--- src/rtl/wb_stage_mlane.sv ---
// wb_stage_mlane: multi-lane write-back stage that retires one lane per cycle in lane order and forwards pending results
module wb_stage_mlane #(
  parameter int LANES = 2,
  parameter int PC_W = 32,
  parameter int DATA_W = 32,
  parameter int REG_W = 5,
  localparam int LANE_W = 2 + PC_W + REG_W + DATA_W,
  localparam int FWD_W = 1 + REG_W + DATA_W
) (
  input  logic                    clk,
  input  logic                    reset,
  output logic                    ws_allowin,
  input  logic                    ms_to_ws_valid,
  input  logic [LANES*LANE_W-1:0] ms_to_ws_bus,
  output logic [FWD_W-1:0]        ws_to_rf_bus,
  output logic                    ws_to_ds_valid,
  output logic [LANES*FWD_W-1:0]  ws_to_ds_fwd_bus,
  output logic [31:0]             debug_wb_pc,
  output logic [3:0]              debug_wb_rf_wen,
  output logic [4:0]              debug_wb_rf_wnum,
  output logic [31:0]             debug_wb_rf_wdata
);
  localparam int SW = LANE_W - 1;
  logic ws_valid, retiring, ret_we, ws_ready_go;
  logic [LANES-1:0] pending, in_v, ret_oh;
  logic [LANES*SW-1:0] grp, grp_d;
  logic [SW-1:0] ret;
  for (genvar i = 0; i < LANES; i++) begin : g_lane
    logic fv;
    assign in_v[i] = ms_to_ws_bus[i*LANE_W+SW];
    assign grp_d[i*SW +: SW] = ms_to_ws_bus[i*LANE_W +: SW];
    assign fv = ws_valid && pending[i] && grp[i*SW+DATA_W+REG_W] && |grp[i*SW+DATA_W +: REG_W];
    assign ws_to_ds_fwd_bus[i*FWD_W +: FWD_W] = fv ? {1'b1, grp[i*SW +: DATA_W+REG_W]} : '0;
  end
  always_comb begin
    ret_oh = '0;
    ret = '0;
    for (int i = LANES - 1; i >= 0; i--)
      if (pending[i]) begin
        ret_oh = '0;
        ret_oh[i] = 1'b1;
        ret = grp[i*SW +: SW];
      end
  end
  assign retiring = ws_valid && |pending;
  assign ret_we = retiring && ret[DATA_W+REG_W] && |ret[DATA_W +: REG_W];
  assign ws_ready_go = (pending & (pending - LANES'(1))) == '0;
  assign ws_allowin = !ws_valid || ws_ready_go;
  assign ws_to_ds_valid = ws_valid;
  assign ws_to_rf_bus = retiring ? {ret_we, ret[DATA_W+REG_W-1:0]} : '0;
  assign debug_wb_pc = retiring ? 32'(ret[SW-1 -: PC_W]) : '0;
  assign debug_wb_rf_wen = {4{ret_we}};
  assign debug_wb_rf_wnum = retiring ? 5'(ret[DATA_W +: REG_W]) : '0;
  assign debug_wb_rf_wdata = retiring ? 32'(ret[DATA_W-1:0]) : '0;
  always_ff @(posedge clk) begin
    if (reset) begin
      ws_valid <= 1'b0;
      pending <= '0;
    end else if (ws_allowin) begin
      ws_valid <= ms_to_ws_valid;
      pending <= ms_to_ws_valid ? in_v : '0;
    end else
      pending <= pending & ~ret_oh;
  end
  always_ff @(posedge clk)
    if (ws_allowin && ms_to_ws_valid) grp <= grp_d;
endmodule

--- config.mk ---
export PLATFORM = sky130hd
export DESIGN_NAME = wb_stage_mlane
export DESIGN_NICKNAME = d
export VERILOG_FILES = /design/src/rtl/wb_stage_mlane.sv
export SDC_FILE = /design/constraint.sdc
export NUM_CORES = 1
export LEC_CHECK = 0
export ABC_AREA = 1
export CORE_MARGIN = 3
export CORE_UTILIZATION = 30
export CTS_CLUSTER_SIZE = 25
export DETAILED_ROUTE_END_ITERATION = 8
export GPL_ROUTABILITY_DRIVEN = 0
export SYNTH_ARGS = -nofsm -noshare
export SYNTH_HDL_FRONTEND = slang
export SYNTH_SLANG_ARGS = --single-unit
--- constraint.sdc ---
create_clock -name clk -period 6.4 [get_ports clk]
set_input_delay 1.92 -clock clk [delete_from_list [all_inputs] [get_ports clk]]
set_output_delay 1.92 -clock clk [all_outputs]
set_load 0.02 [all_outputs]
* Yosys cells after proc, flatten, opt, wreduce, memory -nomap -nowiden
Cells that the tools add are included.
Widths: inputs -> output; s select.
** Word-level totals
- Input port bits :: 145
- Register bits after elaboration :: 143
- Logic and storage cells :: 36
- Output and inout port bits :: 189
** Operators by class
- Mux-type cells :: 12
- $add $sub $neg :: 1
- Bitwise gates (word level) :: 3
- Reduce and logical (&&, ||, !) cells :: 17
** Operators with widths (number)
- $mux 70 :: 2
- $mux 38 :: 3
- $mux 32 :: 2
- $reduce_or 5->1 :: 3
- $logic_and 1x1->1 :: 10
- $mux 2 :: 4
- $mux 5 :: 1
- $and 2x2->2 :: 2
- $logic_not 2->1 :: 1
- $not 2->2 :: 1
- $reduce_or 2->1 :: 1
- $sub 2x1->2 const B :: 1
- $logic_not 1->1 :: 1
- $logic_or 1x1->1 :: 1

* Longest topological paths before layout
Gate-level depths: netlist (run 1).
- Depth in word-level cells :: 5
- Gate-level depth with buffers :: 8
- Depth with buffers taken out :: 6

* Least setup slack after synthesis (run 1)
OpenSTA, ideal clock, no wires.
- Path type :: input -> register
- Start :: input ms_to_ws_valid
- End :: register grp[0] (enable)
- Setup time :: 0.493 ns
- Buffers on the path :: 0
- Stages :: 2
- Data required time :: 5.907 ns
- Arrival time :: 4.718 ns
- Slack :: 1.189 ns
- Cell sequence :: nand2_1 > inv_1
** On the way
- Cells in the longest elaborated chain, start to end :: 1
** Ends and longest elaborated chain
- start: declaration :: line 13 : input logic ms_to_ws_valid,
- $logic_and 1x1->1 :: line 66 : if (ws_allowin && ms_to_ws_valid) grp <= grp_d;
- end signal: assignment :: line 66
- end: declaration :: line 26 : logic [LANES*SW-1:0] grp, grp_d;
No other way between the ends.
A chain may end at the register's enable or synchronous reset.

* Worst setup path after layout (run 1)
- Start :: register pending[0]
- End :: output ws_to_ds_fwd_bus[32]
** On the way
- Cells in the longest elaborated chain, start to end :: 4
** Ends and longest elaborated chain
- start: declaration :: line 25 : logic [LANES-1:0] pending, in_v, ret_oh;
- start signal: assignment :: line 61 : pending <= ms_to_ws_valid ? in_v : '0;
- start signal: assignment :: line 63 : pending <= pending & ~ret_oh;
- $logic_and 1x1->1 (3 in a row) :: line 32 : assign fv = ws_valid && pending[i] && grp[i*SW+DATA_W+REG_W] && |grp[i*SW+DATA_W +: REG_W];
- $mux 38 :: line 33 : assign ws_to_ds_fwd_bus[i*FWD_W +: FWD_W] = fv ? {1'b1, grp[i*SW +: DATA_W+REG_W]} : '0;
- end: declaration :: line 17 : output logic [LANES*FWD_W-1:0] ws_to_ds_fwd_bus,
No other way between the ends.

==> results.py, run 1 <==
metrics = {
    "grt": {
        "grt.overflow.total": 0,
        "antenna_found_initial": 0,
        "grtUsageTotal_pct": 16.6,
        "first_global_vias": 5061,
        "grt_max_degree": 76,
        "grt_pass1_wl_um": 29700,
    },
    "drt": {
        "vias": 5093,
        "drt_pass1_iterations": 4,
        "drc": 0,
        "ant_nets": 0,
        "first_iter_violations": 219,
        "wl_um": 19700,
        "vias_per_cell": 4.31,
        "wire_per_inst_um": 16.7,
    },
    "min_path": {
        "min_to": "ws_to_ds_valid",
        "whs_path_depth": 2,
        "worstHoldPathType": "reg -> reg",
        "hold_start": "ws_to_ds_valid",
    },
    "yosys": {
        "ys_warn_count": 0,
        "synth-seq-cells": 143,
        "syn-cell-area_mm2": 0.00641,
        "syn_avg_cell_area_um2": 10.5,
        "seq_area_frac_synth_pct": 66.5,
        "syn_nets": 757,
        "synthCells": 612,
        "ys_types": 19,
    },
    "cts": {
        "cts_buffers": 17,
        "insertion_delay_ps": 420,
        "cts_buffer_depth": 2,
        "cts.htree.levels": 4,
        "clkSinkCount": 143,
        "clockRootBuffer": "clkbuf_16",
        "cts_setup_buffers": 0,
        "ctsHoldBuffers": 0,
        "cts_resized": 0,
        "clkTransAtPathRegs_ps": 60,
        "cts_tree": "done",
    },
    "sta": {
        "rsz0062_at_grt": "false",
        "fin_tns_setup_ps": 0,
        "min_period_ps": 5320,
        "timing.final.hold_violations": 0,
        "finalSetupViolations": 0,
        "maxSlewHeadroom_pct": 38.0,
        "skew_ps": 9.50,
        "clock.fmax_ghz": 0.188,
        "slew_viol_final": 0,
        "tightest_slew_ps": 928,
        "period_share_pct": 83.1,
    },
    "layout": {
        "design_area_mm2": 0.0102,
        "final_common_cell": "clkdlybuf4s50_1",
        "layout-drive-gt1-share_pct": 6.04,
        "final_cell_mix": "clkdlybuf4s50_1, nand2_1, edfxtp_1",
        "fill_cells": 1921,
        "area_growth_pct": 59.5,
        "n_antenna_cell": 0,
        "nets": 1043,
    },
    "floorplan": {
        "die_y_um": 152,
        "fp.coreArea_mm2": 0.0206,
        "die_x_um": 152,
        "initial_core_util_pct": 31.1,
        "std_cell_rows": 52,
        "die_area_mm2": 0.0231,
        "pin_count": 334,
    },
    "setup_path": {
        "setup.worst_path.end_class": "primary output",
        "critical_path_arrival_ps": 3400,
        "critPathRequiredTime_ps": 4480,
        "ff2ff_setup_slack_ps": 3940,
        "r2r-start": "pending[0]",
        "reg2reg_depth": 4,
        "worstSetupPathType": "reg -> out",
        "worstReg2RegEnd": "grp[87]",
        "cp_max_fo": 39,
        "crit_path_start_kind": "flip-flop",
    },
    "placement": {
        "dpl.hpwl_um": 14700,
        "port_buffers": 333,
        "placed_area_mm2": 0.00963,
    },
    "pwr": {
        "power_w": 0.00227,
        "irDropWorstVdd_mv": 0.172,
        "power.density_mw_per_mm2": 223,
        "power_leakage_nw": 3.73,
    },
    "outcome": {
        "status": "finished, final reports clean",
    },
    "run": {
        "max_cap_violations": 0,
    },
}
[where the power goes]
group	internal (W)	switching, W	total, W
Sequential	0.00109	0.0000236	0.00111
Clock	0.000555	0.000429	0.000984
Combinational	0.000101	0.0000782	0.000180
[cells in the mapped netlist (all sizes together)]
library cell / n / share of area [%]
a21oi: 68 / 6.0
buf: 61 / 7.2
clkbuf: 11 / 0.64
dfxtp: 3 / 0.94
edfxtp: 140 / 66
inv: 83 / 4.9
nand2: 148 / 8.7
nand3: 4 / 0.31
nor2: 89 / 5.3
nor3: 2 / 0.16
nor3b: 1 / 0.12
o21a: 1 / 0.12
o21ai: 1 / 0.078
[layer usage]
| layer | up-vias | track usage, % | wire (µm) |
|---|---|---|---|
| met5 | - | 0 | 0 |
| met1 | 2320 | 18.6 | 7640 |
| met2 | 257 | 27.9 | 9380 |
| li1 | 2489 | - | - |
| met3 | 27 | 8.04 | 2270 |
| met4 | 0 | 5.74 | 440 |
[flip-flops by register name (all words and copies together), names as in the netlist]
| name | cells |
|---|---|
| ws_to_ds_valid | 1 |
| pending | 2 |
| grp | 140 |
[per-stage QoR]
step | hold WS, ps | instances | util, % | setup WS, ps
floorplan | 745 | 612 | - | 1190
global placement | 563 | 1149 | 46.7 | 1460
detailed placement | 572 | 1149 | 46.7 | 1450
CTS | 587 | 1181 | 49.5 | 985
global route | 647 | 1181 | 49.5 | 769
finish | 586 | 1181 | 49.5 | 1080
[area by class of cell]
class	instances	area [µm²]	share of cell area, %
sequential	143	4270	41.7
timing repair buffer	339	3380	33.1
multi-input combinational	314	1330	13.0
clock buffer	17	425	4.16
tap	270	338	3.31
inverter	83	317	3.10
clock inverter	15	164	1.60
[logic make-up (layout without fill, tap and decap cells)]
group / count (synthesis) / in the layout / synth area share, %
AO/OA/AOI/OAI: 70 / 70 / 6.15
buffers and inverters: 155 / 454 / 12.8
flip-flops: 143 / 143 / 66.5
AND/OR/NAND/NOR: 244 / 244 / 14.5
[critical path, cell delays in order, from the launching register on]
cell             delay [ps]
dfxtp_2                 890
buf_4                   520
nand2_1                 120
nor2_1                  100
nand2_1                 240
buf_4                   330
nor2_1                  130
clkdlybuf4s50_1         620
[worst max path at each step]
stage	from	endpoint	slack, ps
after floorplan	ms_to_ws_valid	grp[0]	1190
after global placement	pending[0]	debug_wb_pc[13]	1460
after detailed placement	pending[0]	debug_wb_pc[13]	1450
after CTS	pending[0]	debug_wb_pc[13]	980
after global routing	pending[0]	ws_to_ds_fwd_bus[23]	770
final	pending[0]	ws_to_ds_fwd_bus[32]	1080
Note: power is estimated with default switching activity, not from simulation.
==> inputs of run 2 (changes only) <==
==> constraint.sdc (replaced) <==
create_clock -name clk -period 5.34 [get_ports clk]
set_input_delay 1.602 -clock clk [delete_from_list [all_inputs] [get_ports clk]]
set_output_delay 1.602 -clock clk [all_outputs]
set_load 0.02 [all_outputs]
==> results.py, run 2 (synthesized netlist as in run 1, its figures left out) <==
metrics = {
    "outcome": {
        "status": "finished, final reports clean",
    },
    "sta": {
        "slew_viol_final": 0,
        "timing.final.hold_violations": 0,
        "skew_ps": 9.73,
        "tightest_slew_ps": 1070,
        "clock.fmax_ghz": 0.223,
        "period_share_pct": 83.9,
        "maxSlewHeadroom_pct": 28.6,
        "rsz0062_at_grt": "false",
        "worst_slack_ps": 859,
        "whs_ps": 586,
        "finalSetupViolations": 0,
        "min_period_ps": 4480,
        "fin_tns_setup_ps": 0,
    },
    "setup_path": {
        "reg2reg_depth": 6,
        "crit_path_start_kind": "flip-flop",
        "cp_max_fo": 36,
        "critPathRequiredTime_ps": 3740,
        "setup.worst_path.end_class": "primary output",
        "critical_path_arrival_ps": 2880,
        "worstSetupPathType": "reg -> out",
    },
    "layout": {
        "final_cell_mix": "clkdlybuf4s50_1, nand2_1, edfxtp_1",
        "fill_cells": 1879,
        "n_antenna_cell": 0,
        "largest_reg_flops": 140,
        "final_common_cell": "clkdlybuf4s50_1",
        "layout-drive-gt1-share_pct": 6.25,
        "area_growth_pct": 60.6,
        "nets": 1044,
        "regMostFlops": "grp",
        "fin_cells": 1182,
    },
    "cts": {
        "clkSinkCount": 143,
        "ctsHoldBuffers": 0,
        "cts_setup_buffers": 0,
        "clkTransAtPathRegs_ps": 60,
        "insertion_delay_ps": 420,
        "clockRootBuffer": "clkbuf_16",
        "cts.htree.levels": 4,
        "cts_buffers": 17,
        "cts_tree": "done",
        "cts_buffer_depth": 2,
        "cts_resized": 0,
    },
    "min_path": {
        "worstHoldPathType": "reg -> reg",
        "whs_path_depth": 2,
    },
    "drt": {
        "vias": 5065,
        "first_iter_violations": 181,
        "wire_per_inst_um": 16.8,
        "wl_um": 19900,
        "drt_pass1_iterations": 5,
        "vias_per_cell": 4.29,
        "ant_nets": 0,
        "drc": 0,
    },
    "pwr": {
        "power_leakage_nw": 3.77,
        "power.density_mw_per_mm2": 275,
        "irDropWorstVdd_mv": 0.227,
    },
    "placement": {
        "port_buffers": 333,
        "dpl.hpwl_um": 14700,
        "dp_cells": 1150,
        "post-place-ws_ps": 1190,
    },
    "floorplan": {
        "fp.coreArea_mm2": 0.0206,
        "initial_core_util_pct": 31.1,
        "std_cell_rows": 52,
        "die_area_mm2": 0.0231,
        "die_y_um": 152,
        "die_x_um": 152,
        "pin_count": 334,
    },
    "grt": {
        "first_global_vias": 5149,
        "antenna_found_initial": 0,
        "grt.overflow.total": 0,
        "grt_max_degree": 86,
        "grtUsageTotal_pct": 16.9,
        "grt_pass1_wl_um": 30200,
    },
    "run": {
        "max_cap_violations": 0,
    },
}
==> run 2: final cells by class <==
class	instances	area [µm²]	area share [%]
flip-flops and latches	143	4270	41.5
repair buffers	340	3400	33.0
multi-input cells	314	1330	12.9
clock buffers	17	425	4.14
well taps	270	338	3.28
inverters	83	317	3.08
clock inverters	15	213	2.07
==> run 2: path summary, 6_finish.rpt <==
kind / from / endpoint / slack (ps)
min: ws_to_ds_valid / pending[1] / 590
min reg2reg: ws_to_ds_valid / pending[1] / 590
max reg2reg: pending[0] / grp[107] / 2740
max: pending[0] / debug_wb_pc[13] / 860
==> run 2: worst max-delay path, cell delays in order (launching register included) <==
cell and delay, ps:
dfxtp_2 330, buf_4 250, nor2_4 430, buf_4 420, nand2_1 110, a21oi_1 250, clkdlybuf4s50_1 670
==> run 2: layer usage <==
layer / track usage (%) / part of all wire [%]
met5: 0 / 0
met4: 4.79 / 1.5
met3: 7.55 / 10
met2: 28.5 / 49
met1: 19.5 / 40
==> run 2: stage by stage <==
| step | util [%] | cell area (µm²) | total power (W) |
|---|---|---|---|
| 2_1_floorplan | - | 6410 | 0.00143 |
| 3_3_place_gp | 46.8 | 9650 | 0.00157 |
| 3_5_place_dp | 46.8 | 9650 | 0.00158 |
| 4_1_cts | 49.9 | 10300 | 0.00287 |
| 5_1_grt | 49.9 | 10300 | 0.00295 |
| 6_report | 49.9 | 10300 | 0.00283 |
==> run 2: power by group <==
part           total (W)  internal, W  switching (W)
registers        0.00133      0.00130      0.0000243
logic           0.000220     0.000123      0.0000971
clock network    0.00128     0.000762       0.000518
total            0.00283      0.00219       0.000640
==> inputs of run 3 (changes only) <==
--- a/config.mk
+++ b/config.mk
@@ -11,6 +11,7 @@
 export CTS_CLUSTER_SIZE = 25
 export DETAILED_ROUTE_END_ITERATION = 8
 export GPL_ROUTABILITY_DRIVEN = 0
+export PLACE_DENSITY = 0.66
 export SYNTH_ARGS = -nofsm -noshare
 export SYNTH_HDL_FRONTEND = slang
 export SYNTH_SLANG_ARGS = --single-unit
==> constraint.sdc (replaced) <==
create_clock -name clk -period 3.62 [get_ports clk]
set_input_delay 1.086 -clock clk [delete_from_list [all_inputs] [get_ports clk]]
set_output_delay 1.086 -clock clk [all_outputs]
set_load 0.02 [all_outputs]
==> results.py, run 3 (synthesized netlist as in run 1, its figures left out) <==
metrics = {
    "outcome": {
        "status": "finished, final reports clean",
    },
    "sta": {
        "tightest_slew_ps": 676,
        "skew_ps": 8.34,
        "fin_tns_setup_ps": 0,
        "min_period_ps": 3420,
        "timing.final.hold_violations": 0,
        "slew_viol_final": 0,
        "rsz0062_at_grt": "false",
        "maxSlewHeadroom_pct": 54.9,
        "clock.fmax_ghz": 0.292,
        "period_share_pct": 94.6,
        "finalSetupViolations": 0,
    },
    "grt": {
        "use_met2_pct": 27.8,
        "grt_max_degree": 93,
        "grtUsageMet1_pct": 18.2,
        "grtUsageTotal_pct": 16.3,
        "grt-busiest-layer": "met2",
        "grt_use_met3_pct": 7.38,
        "grt_pass1_wl_um": 29500,
        "antenna_found_initial": 0,
        "grt.overflow.total": 0,
        "first_global_vias": 5018,
    },
    "floorplan": {
        "fp.coreArea_mm2": 0.0206,
        "die_x_um": 152,
        "initial_core_util_pct": 31.1,
        "die_y_um": 152,
        "die_area_mm2": 0.0231,
        "std_cell_rows": 52,
        "pin_count": 334,
    },
    "cts": {
        "cts.htree.levels": 4,
        "cts_buffer_depth": 2,
        "clkTransAtPathRegs_ps": 60,
        "cts_tree": "done",
        "clkSinkCount": 143,
        "ctsHoldBuffers": 0,
        "cts_setup_buffers": 0,
        "clockRootBuffer": "clkbuf_16",
        "cts_buffers": 17,
        "insertion_delay_ps": 410,
        "cts_resized": 1,
    },
    "layout": {
        "final_common_cell": "clkdlybuf4s50_1",
        "area_growth_pct": 63.3,
        "final_cell_mix": "clkdlybuf4s50_1, nand2_1, edfxtp_1",
        "layout-drive-gt1-share_pct": 6.77,
        "n_antenna_cell": 0,
        "largest_reg_flops": 140,
        "regMostFlops": "grp",
        "nets": 1048,
        "post-route-util_pct": 50.7,
    },
    "setup_path": {
        "cp_max_fo": 46,
        "critical_path_arrival_ps": 2340,
        "reg2reg_depth": 5,
        "worstSetupPathType": "reg -> out",
        "critPathRequiredTime_ps": 2530,
        "setup.worst_path.end_class": "primary output",
        "crit_path_start_kind": "flip-flop",
    },
    "drt": {
        "first_iter_violations": 250,
        "vias": 5143,
        "drc": 0,
        "wl_um": 19300,
        "vias_per_cell": 4.34,
        "wire_per_inst_um": 16.2,
        "drt_pass1_iterations": 4,
        "ant_nets": 0,
    },
    "placement": {
        "dpl.hpwl_um": 14500,
        "port_buffers": 333,
    },
    "min_path": {
        "worstHoldPathType": "reg -> reg",
        "whs_path_depth": 2,
    },
    "pwr": {
        "power_leakage_nw": 4.43,
        "power.density_mw_per_mm2": 391,
        "irDropWorstVdd_mv": 0.289,
    },
    "run": {
        "max_cap_violations": 0,
    },
}
## run 3: cell types whose count changed in the layout (fill, tap and decap cells not counted), sizes merged
cell,previous run,this run
buf,7,11
clkdlybuf4s50,333,299
clkinv,2,5
clkinvlp,0,2
dlymetal6s2s,0,34
inv,93,88
## run 3: power by group
group | switching (W) | internal, W | total (W)
Clock | 0.000706 | 0.00110 | 0.00180
Sequential | 0.0000380 | 0.00192 | 0.00196
Combinational | 0.000143 | 0.000187 | 0.000330
Total | 0.000887 | 0.00321 | 0.00409
## run 3: layout make-up
type / count / area [µm²]
Sequential cell: 143 / 4270
Tap cell: 270 / 338
Multi-Input combinational cell: 314 / 1350
Clock buffer: 17 / 425
Fill cell: 1820 / 10200
Timing Repair Buffer: 344 / 3580
Inverter: 83 / 318
Clock inverter: 15 / 183
## run 3: critical path, stage by stage (launching register included)
cell and delay, ps:
dfxtp_2 410, buf_12 240, nand2_1 110, nor2_1 100, nand2_1 70, buf_4 230, nor2_1 130, clkdlybuf4s50_1 610
## run 3: path summary, 6_finish.rpt
kind                                     start              endpoint  slack [ps]
worst max register to register      pending[0]               grp[14]        1710
worst max-delay path                pending[0]  ws_to_ds_fwd_bus[16]         200
worst min-delay path            ws_to_ds_valid            pending[1]         650
worst min register to register  ws_to_ds_valid            pending[1]         650
## run 3: metrics by stage
step                total power (W)  area (µm²)  setup slack [ps]  hold slack (ps)  instances
finish                      0.00409       10500               196              651       1186
global route                0.00427       10500              2.71              720       1186
CTS                         0.00415       10400              8.56              652       1186
detailed placement          0.00233        9750               279              630       1154
global placement            0.00232        9750               372              660       1154
floorplan                   0.00211        6420              3.43              793        612
## run 3: per-layer routing
metal / share of wire (%) / vias up
li1: - / 2501
met1: 37 / 2358
met2: 49 / 259
met3: 11 / 25
met4: 2.6 / 0
met5: 0 / -
